<file path="src/rtl/fir_mac_engine.sv">
// Time-multiplexed FIR multiply-accumulate stage.
// Holds a NUM_TAPS-deep sample delay line and runs one MAC per tap. Coefficients
// come from an external RAM port with 1-cycle read latency; the accumulate
// pipeline therefore trails the read issue by one cycle (idx_d, rd_d).
module fir_mac_engine #(
  parameter int unsigned DATA_WIDTH  = 3,
  parameter int unsigned COEFF_WIDTH = 16,
  parameter int unsigned NUM_TAPS    = 10,
  parameter int unsigned ADDR_WIDTH  = 5,
  parameter int unsigned COEFF_BASE  = 0,
  parameter int unsigned ACC_WIDTH   = 23
) (
  input  logic                          iClk12M,
  input  logic                          iRst,
  input  logic                          iEnSample,
  input  logic signed [DATA_WIDTH-1:0]  iFirIn,
  output logic signed [DATA_WIDTH-1:0]  oCascOut,
  output logic                          oCoeffRd,
  output logic [ADDR_WIDTH-1:0]         oCoeffAddr,
  input  logic signed [COEFF_WIDTH-1:0] iCoeffData,
  output logic signed [ACC_WIDTH-1:0]   oMac,
  output logic                          oMacValid,
  output logic                          oBusy,
  output logic                          oOverrun
);

  localparam int unsigned PW = DATA_WIDTH + COEFF_WIDTH;
  localparam int unsigned IW = $clog2(NUM_TAPS);

  typedef enum logic [1:0] {IDLE, RUN, DRAIN, DONE} state_t;

  state_t                       state, state_nxt;
  logic [IW-1:0]                idx, idx_d;
  logic                         rd_d;
  logic signed [DATA_WIDTH-1:0] dly [NUM_TAPS];
  logic signed [ACC_WIDTH-1:0]  acc, acc_sum, mac_q;
  logic signed [PW-1:0]         prod;
  logic                         accept, last_tap, overrun_q;

  assign accept   = iEnSample && ((state == IDLE) || (state == DONE));
  assign last_tap = (idx == IW'(NUM_TAPS - 1));
  assign prod     = PW'(dly[idx_d]) * PW'(iCoeffData);
  assign acc_sum  = acc + ACC_WIDTH'(prod);

  assign oCascOut = dly[NUM_TAPS-1];
  assign oMac     = mac_q;
  assign oOverrun = overrun_q;

  // State register
  always_ff @(posedge iClk12M) begin
    if (iRst) state <= IDLE;
    else      state <= state_nxt;
  end

  // Next-state logic; a strobe in DONE restarts immediately
  always_comb begin
    state_nxt = state;
    case (state)
      IDLE:    if (accept) state_nxt = RUN;
      RUN:     if (last_tap) state_nxt = DRAIN;
      DRAIN:   state_nxt = DONE;
      DONE:    state_nxt = accept ? RUN : IDLE;
      default: state_nxt = IDLE;
    endcase
  end

  // State-decoded outputs: RAM read port, valid pulse, busy
  always_comb begin
    oCoeffRd   = 1'b0;
    oCoeffAddr = '0;
    oMacValid  = 1'b0;
    oBusy      = (state != IDLE);
    if (state == RUN) begin
      oCoeffRd   = 1'b1;
      oCoeffAddr = ADDR_WIDTH'(COEFF_BASE) + ADDR_WIDTH'(idx);
    end
    if (state == DONE) oMacValid = 1'b1;
  end

  // Delay line, tap counter, accumulator, result and overrun flag
  always_ff @(posedge iClk12M) begin
    if (iRst) begin
      for (int unsigned k = 0; k < NUM_TAPS; k++) dly[k] <= '0;
      idx       <= '0;
      idx_d     <= '0;
      rd_d      <= 1'b0;
      acc       <= '0;
      mac_q     <= '0;
      overrun_q <= 1'b0;
    end else begin
      rd_d  <= (state == RUN);
      idx_d <= idx;
      if (accept) begin
        dly[0] <= iFirIn;
        for (int unsigned k = 1; k < NUM_TAPS; k++) dly[k] <= dly[k-1];
        acc <= '0;
        idx <= '0;
      end else begin
        if (state == RUN) idx <= idx + IW'(1);
        // rd_d marks a cycle whose iCoeffData answers last cycle's read
        if (rd_d) acc <= acc_sum;
      end
      if (state == DRAIN) mac_q <= acc_sum;
      if (iEnSample && ((state == RUN) || (state == DRAIN))) overrun_q <= 1'b1;
    end
  end

endmodule
</file>
<file path="config.mk">
export PLATFORM = sky130hd
export DESIGN_NAME = fir_mac_engine
export DESIGN_NICKNAME = d
export VERILOG_FILES = /design/src/rtl/fir_mac_engine.sv
export SDC_FILE = /design/constraint.sdc
export NUM_CORES = 1
export LEC_CHECK = 0
export ABC_CLOCK_PERIOD_IN_PS = 6300
export CORE_MARGIN = 4
export CORE_UTILIZATION = 59
export DETAILED_ROUTE_END_ITERATION = 12
export HOLD_SLACK_MARGIN = 0.08
export PLACE_DENSITY = 0.83
export SLEW_MARGIN = 20
export SYNTH_ARGS = -nofsm -noshare
export SYNTH_HDL_FRONTEND = slang
export SYNTH_SLANG_ARGS = --single-unit
</file>
<file path="constraint.sdc">
create_clock -name iClk12M -period 6.3 [get_ports iClk12M]
set_clock_uncertainty 0.15 [all_clocks]
set_input_delay 0.63 -clock iClk12M [delete_from_list [all_inputs] [get_ports iClk12M]]
set_output_delay 0.63 -clock iClk12M [all_outputs]
set_load 0.02 [all_outputs]
</file>
==> results of run 1 <==
[report_power, final]
| part | leakage, uW | internal, uW | switching [uW] |
|---|---|---|---|
| registers | 0.000795 | 713 | 73.3 |
| clock network | 0.0000790 | 143 | 211 |
| logic | 0.00203 | 592 | 930 |
| total | 0.00291 | 1450 | 1210 |
[layout make-up]
cell class | count | area [um2]
multi-input combinational | 467 | 3910
fill | 813 | 3330
sequential | 88 | 2060
timing repair buffer | 62 | 603
tap | 136 | 170
clock buffer | 11 | 131
inverter | 34 | 129
clock inverter | 5 | 32.5
[stage by stage]
stage | instances | utilization
final | 803 | 0.679
after detailed placement | 787 | 0.663
after global placement | 787 | 0.663
after floorplan | 623 | -
after global routing | 803 | 0.679
after CTS | 803 | 0.678
[cell families (layout without fill, tap and decap cells)]
kind of cell / Yosys count / after routing / share of synthesized area
DFF: 88 / 88 / 0.327
muxes: 31 / 31 / 0.0614
and+or+nand+nor: 231 / 231 / 0.195
adders and majority gates: 88 / 88 / 0.218
buffers and inverters: 68 / 112 / 0.0547
other: 1 / 1 / 0.000594
xor gates and xnor gates: 13 / 13 / 0.0180
AOI/OAI and AO/OA: 103 / 103 / 0.125
[worst min path at each step]
stage / startpoint / endpoint / slack (ps) / cells past startpoint
after detailed placement: oOverrun / oOverrun / 330 / 2
after CTS: oMac[11] / oMac[11] / 350 / 2
final: oOverrun / oOverrun / 340 / 2
after global routing: oOverrun / oOverrun / 360 / 2
after global placement: oOverrun / oOverrun / 300 / 2
after floorplan: idx[1] / register / 310 / 2
[routing by layer]
metal / GRT usage / up-vias
met5: 0 / -
met3: 0.0435 / 23
met2: 0.390 / 172
met4: 0.0884 / 0
li1: - / 2275
met1: 0.312 / 2390
[registers in the layout, summed over array words and instances, names as in the netlist, named ones only]
name and flops:
oOverrun 1, oMac 23, idx 4, acc 23, rd_d 1, dly 30, state 2
[placed cells by master, fill, tap and decap left out, types with 3 or more instances in the layout]
master	count
nor2b_1	9
clkdlybuf4s50_1	55
o21bai_1	4
and2_1	66
nor3_1	8
a21oi_1	23
or3_1	7
buf_4	7
fa_1	37
inv_1	32
o311ai_1	3
edfxtp_1	30
a211oi_1	7
nand3_1	22
nand4_1	3
xnor2_1	9
xor2_1	4
a21o_1	6
dfxtp_1	58
nor4_1	3
clkbuf_8	9
o21ai_0	14
o211ai_1	3
ha_1	51
o311ai_0	4
or4_1	4
mux2i_1	23
nor2_1	53
a211o_1	4
mux4_2	6
a221oi_1	3
nand2_1	31
and3_1	8
[tightest hold or removal path, delay by kind of cell, from the launching register on]
kind	cells	cell delay, ps
DFF	1	340
and+or+nand+nor	1	70
AOI/OAI and AO/OA	1	50
==> impl_summary.txt, run 1 <==
----------------------------------------------------
[STA]
  Number of hold violations in the final report ... 0
  Unrepaired setup endpoints after global routing ... no
  Least setup slack across all paths after layout ... 450 ps
  Final Slew Violations ... 0
  Count of final setup violators ... 0
  Headroom to the max-slew limit ... 0.375
  Period utilisation layout ... 0.929
  Transition at the pin with the smallest max-transition slack ... 937 ps
  Top achievable clock speed ... 0.171 GHz
  Sum of negative setup slack ... 0 ps
  Worst hold slack after final layout ... roughly 340 ps
  Post-route minimum period ... ~5900 ps

[CTS]
  CTS root buf ... clkbuf_8
  Hold Buf Count CTS ... 0
  Clock tree from TritonCTS ... built
  CTS HTree Levels ... 3
  Number of clock sinks ... 88
  Clk_lat worst skew ... 360 ps
  Post-CTS clock slew at the launch and capture registers of the worst setup and hold paths ... around 90 ps
  Maximum buffer depth of the clock tree ... 2
  CTS-repair resized insts ... 0
  Post-CTS Setup Bufs ... 0
  TritonCTS buffer count ... 9

[Route]
  Number of nets with antenna violations after routing ... 0
  Drt wl/cell ... 18.1 um
  Detailed-routing iteration count for the pre-antenna-repair pass ... 5
  Drt initial violations ... 355
  Detailed-route via count ... ~4900
  Routed metal-1 wirelength ... ~6300 um
  Max layer used ... met4
  Final wirelength ... between 10000 and 15000 um
  Met2 Wirelength ... about 7100 um
  Met3 wire length ... 895 um
  Remaining design rule violation count ... 0
  Via density per instance ... between 6 and 7

[Yosys]
  Area share of the largest cell type after synthesis ... 0.184
  Cells taking the most area after synthesis ... dfxtp_1, edfxtp_1, fa_1
  Cell area after synthesis ... approximately 6300 um2
  Post-synth top flop ... dfxtp_1
  EDFF count, synth ... 30
  Net count after synthesis ... 733
  Average instance area after synthesis ... 10.1 um2
  Unique masters post-synth ... just under 80
  Post-synth top area cell ... dfxtp_1
  Count of warnings emitted by yosys ... 0
  Instance count of the mapped netlist ... 623
  List of most frequent post-synthesis cells ... and2_1, dfxtp_1, nor2_1
  Register bit total from synthesis ... 88
  Sequential share of the synthesized area ... 0.327
  Most frequently used cell type in the post-synthesis netlist ... and2_1
  Share of async-settable or async-resettable flops after synthesis ... 0

[GRT]
  Vias in the first global route ... 5057
  Largest net degree at the start of global routing ... a little over 60
  GRT Util Overall ... 0.237
  Initial antenna violation count ... 0
  First-pass GRT wire length ... 24200 um
  Total gr overflow ... 0

[Worst setup path]
  Data required time of the worst path ... 6440 ps
  CP top delay family ... adder cells
  CP Capture Type ... register
  Flop-to-flop setup slack ... 450 ps
  Crit path cell chain ... buf_4 > mux4_2 > mux2_2 > o21ai_4 > buf_4 > or2_2 > fa_1 > fa_1 > inv_1 > fa_1 > ha_1 > fa_1 > a21o_1 > a221oi_4 > o22ai_4 > a21boi_2 > mux2_2 > o21ai_1
  Critical-path cell with the highest stage delay ... fa_1
  Crit path largest cell delay ... between 500 and 600 ps
  Count of buffer and inverter cells on the critical path ... 3
  Count of cells along the worst register-to-register path ... 18
  Endpoint of the most critical register-to-register path ... acc[18]
  Cell count along the critical path ... 18
  Arrival time reported for the critical path endpoint ... roughly 6000 ps
  Startpoint class of the critical path ... register
  End point of the critical path ... acc[18]
  Type of the worst setup path ... register to register
  Most used cell, CP ... fa_1
  Highest net fanout along the worst path ... 17

[Cells and area]
  Antenna fix cells ... 0
  Fraction of layout cells with a size suffix above 1 ... 0.0705
  Fin nets ... 772
  Signed area change from the synthesized netlist to the final layout ... 11.5%
  Non-Filler Cell Area, Final ... roughly 7000 um2

[Die]
  Horizontal die dimension ... 111 um
  Row count ... 37
  Full die area ... 12400 um2
  Effective utilization at floorplan ... 0.609
  I/O pin cnt ... 57
  Chip height ... 111 um
  Std-Cell Core Area ... slightly above 10000 um2

[Placement]
  Port bufs ... 55
  Worst slack, placed ... between 400 and 500 ps
  Dpl cell area ... ~6900 um2
  Total half-perimeter wirelength after legalization and detailed placement ... 10700 um
  Last weighted congestion value of the routability-driven placer ... 0.924

[Run status]
  Result of the run ... finished clean

[Power]
  PD cells ... 378 nW/um2
  Total power consumption of the routed design ... ~2700 uW
  Max IR drop VDD ... 0.169 mV
  Leakage ... 0.00291 uW

[Hold path]
  Kind of path behind the tightest hold check ... register to register

[Run]
  Maxcap violations ... 0

----------------------------------------------------
Power figures use the tool's default switching activity.
==> run 2: changes to the inputs <==
--- a/config.mk
+++ b/config.mk
@@ -5,12 +5,13 @@
 export SDC_FILE = /design/constraint.sdc
 export NUM_CORES = 1
 export LEC_CHECK = 0
-export ABC_CLOCK_PERIOD_IN_PS = 6300
+export ABC_CLOCK_PERIOD_IN_PS = 5960
 export CORE_MARGIN = 4
 export CORE_UTILIZATION = 59
 export DETAILED_ROUTE_END_ITERATION = 12
 export HOLD_SLACK_MARGIN = 0.08
 export PLACE_DENSITY = 0.83
+export SKIP_LAST_GASP = 1
 export SLEW_MARGIN = 20
 export SYNTH_ARGS = -nofsm -noshare
 export SYNTH_HDL_FRONTEND = slang
==> constraint.sdc (replaced) <==
create_clock -name iClk12M -period 5.96 [get_ports iClk12M]
set_clock_uncertainty 0.15 [all_clocks]
set_input_delay 0.596 -clock iClk12M [delete_from_list [all_inputs] [get_ports iClk12M]]
set_output_delay 0.596 -clock iClk12M [all_outputs]
set_load 0.02 [all_outputs]
==> run 2 against run 1 <==
Against the previous run:
- final area is 0.60% higher
- utilization is 0.41 points higher
- count of clock-buffer cells in the layout is 2 lower
- critical path type unchanged
- sequential share of layout area is 0.18 points lower
- first-iteration DRC count is 13% lower
- sequential power is 5.5% higher
- cell count is 0.12% higher
- register-to-register slack worse by 60 ps
- total power is 7.5% higher
- critical path depth is 1 lower
- global-route usage is 0.58 points lower
- hold slack worse by 20 ps
==> impl_summary.txt, run 2 (synthesis gave the netlist of run 1 again) <==
----------------------------------------------------
[Run status]
  Result of the run ... finished clean (unchanged)

[Power]
  Max IR drop VDD ... 0.195 mV (was 0.169 mV)
  Register share of total power ... 0.290 (was 0.295)
  Net switching power ... 1280 uW (was 1210 uW)
  Total power consumption of the routed design ... 2860 uW (was 2660 uW)
  PD cells ... 404 nW/um2 (was 378 nW/um2)
  Sw frac ... 0.448 (was 0.456)
  Logic pwr share ... 0.559 (was 0.572)
  Clock power frac ... 0.151 (was 0.133)
  Cell Int Power ... 1580 uW (was 1450 uW)
  Leakage ... 0.00294 uW (was 0.00291 uW)

[CTS]
  Post-CTS clock slew at the launch and capture registers of the worst setup and hold paths ... 90 ps (about the same)
  Number of clock sinks ... 88 (unchanged)
  CTS root buf ... clkbuf_8 (unchanged)
  CTS-repair resized insts ... 0 (unchanged)
  TritonCTS buffer count ... 9 (unchanged)
  CTS HTree Levels ... 3 (unchanged)
  Clock tree from TritonCTS ... built (unchanged)
  Post-CTS Setup Bufs ... 0 (unchanged)
  Clk_lat worst skew ... 370 ps (was 360 ps)
  Hold Buf Count CTS ... 0 (unchanged)
  Maximum buffer depth of the clock tree ... 2 (unchanged)

[GRT]
  First-pass GRT wire length ... 23600 um (was 24200 um)
  Vias in the first global route ... 4848 (was 5057)
  Initial antenna violation count ... 0 (unchanged)
  Largest net degree at the start of global routing ... 61 (unchanged)
  Total gr overflow ... 0 (unchanged)
  GRT Util Overall ... 0.231 (was 0.237)

[Cells and area]
  Area taken by multi-input logic gates ... 3910 um2 (about the same)
  Fin nets ... 773 (was 772)
  Most common cell after layout, fill and taps aside ... and2_1 (unchanged)
  Signed area change from the synthesized netlist to the final layout ... 12.1% (was 11.5%)
  Register with the highest flop count ... dly (unchanged)
  Commonest cells after routing, fill and taps aside ... and2_1, dfxtp_1, clkdlybuf4s50_1 (unchanged)
  Fraction of layout cells with a size suffix above 1 ... 0.0763 (was 0.0705)
  Number of flip-flops in the largest register ... 30 (unchanged)
  Filler cells ... 787 (was 813)
  Sequential cell area ... 2060 um2 (unchanged)
  Antenna fix cells ... 0 (unchanged)

[STA]
  Number of hold violations in the final report ... 0 (unchanged)
  Unrepaired setup endpoints after global routing ... no (unchanged)
  Final Slew Violations ... 0 (unchanged)
  Transition at the pin with the smallest max-transition slack ... 920 ps (was 937 ps)
  Sum of negative setup slack ... 0 ps (unchanged)
  Top achievable clock speed ... 0.180 GHz (was 0.171 GHz)
  Count of final setup violators ... 0 (unchanged)
  Headroom to the max-slew limit ... 0.386 (was 0.375)
  Post-route minimum period ... 5570 ps (was 5850 ps)
  Period utilisation layout ... 0.935 (was 0.929)

[Route]
  Via density per instance ... 6.00 (was 6.05)
  Final wirelength ... 14100 um (was 14500 um)
  Detailed-route via count ... 4828 (was 4860)
  Number of nets with antenna violations after routing ... 0 (unchanged)
  Drt initial violations ... 309 (was 355)
  Detailed-routing iteration count for the pre-antenna-repair pass ... 4 (was 5)
  Drt wl/cell ... 17.5 um (was 18.1 um)
  Remaining design rule violation count ... 0 (unchanged)

[Worst setup path]
  Data required time of the worst path ... 6080 ps (was 6440 ps)
  Type of the worst setup path ... register to register (unchanged)
  CP Capture Type ... register (unchanged)
  Arrival time reported for the critical path endpoint ... 5690 ps (was 5990 ps)
  Highest net fanout along the worst path ... 16 (was 17)
  Startpoint class of the critical path ... register (unchanged)

[Placement]
  Last weighted congestion value of the routability-driven placer ... 0.923 (was 0.924)
  Port bufs ... 55 (unchanged)
  Total half-perimeter wirelength after legalization and detailed placement ... 10500 um (was 10700 um)

[Hold path]
  Source of the worst hold timing path ... oOverrun (unchanged)
  Kind of path behind the tightest hold check ... register to register (unchanged)

[Run]
  Maxcap violations ... 0 (unchanged)

[Die]
  Full die area ... 12400 um2 (unchanged)
  I/O pin cnt ... 57 (unchanged)
  Std-Cell Core Area ... 10400 um2 (unchanged)
  Effective utilization at floorplan ... 0.609 (unchanged)
  Horizontal die dimension ... 111 um (unchanged)
  Row count ... 37 (unchanged)
  Chip height ... 111 um (unchanged)

----------------------------------------------------
run 2: per-stage QoR:
| step | instances | setup WS, ps | area, um2 | util | hold slack [ps] |
|---|---|---|---|---|---|
| 2_1_floorplan | 623 | 697 | 6310 | - | 309 |
| 3_3_place_gp | 788 | 530 | 6880 | 0.663 | 298 |
| 3_5_place_dp | 788 | 378 | 6880 | 0.663 | 307 |
| 4_1_cts | 804 | 367 | 7080 | 0.683 | 329 |
| 5_1_grt | 804 | 3.35 | 7080 | 0.683 | 349 |
| 6_report | 804 | 390 | 7080 | 0.683 | 324 |
run 2: cell type report:
type | instances | share of cell area
multi-input cells | 467 | 0.552
repair buffers | 63 | 0.0862
clock inverters | 7 | 0.0111
inverters | 34 | 0.0182
well taps | 136 | 0.0240
clock buffers | 9 | 0.0175
flip-flops and latches | 88 | 0.291
run 2: final timing paths:
path         slack [ps]  cells past startpoint  endpoint
max                 390                     17  oMac[18]
min                 320                      2  oOverrun
min reg2reg         320                      2  oOverrun
max reg2reg         390                     17  oMac[18]
run 2: worst max-delay path, cell delays in order (launching register included):
cell,delay [ps]
dfxtp_1,440
buf_4,220
mux4_2,520
a211oi_2,240
a21oi_2,150
nand2_1,160
fa_1,440
fa_1,530
inv_1,50
fa_1,450
ha_1,240
fa_1,410
a21o_1,230
a221oi_4,340
o22ai_4,170
a21boi_2,250
mux2_2,380
o32ai_1,120
run 2: routing by layer:
layer	routed length (um)	GRT usage	up-vias
li1	-	-	2281
met1	6210	0.318	2339
met2	6710	0.372	179
met3	837	0.0413	29
met4	304	0.0746	0
met5	0	0	-
run 2: power by group through the flow:
stage               registers, uW  logic, uW  clock network (uW)
floorplan                     858       1180                   0
global placement              838       1530                   0
detailed placement            841       1580                   0
CTS                           830       1600                 438
global route                  845       1770                 467
finish                        829       1600                 431
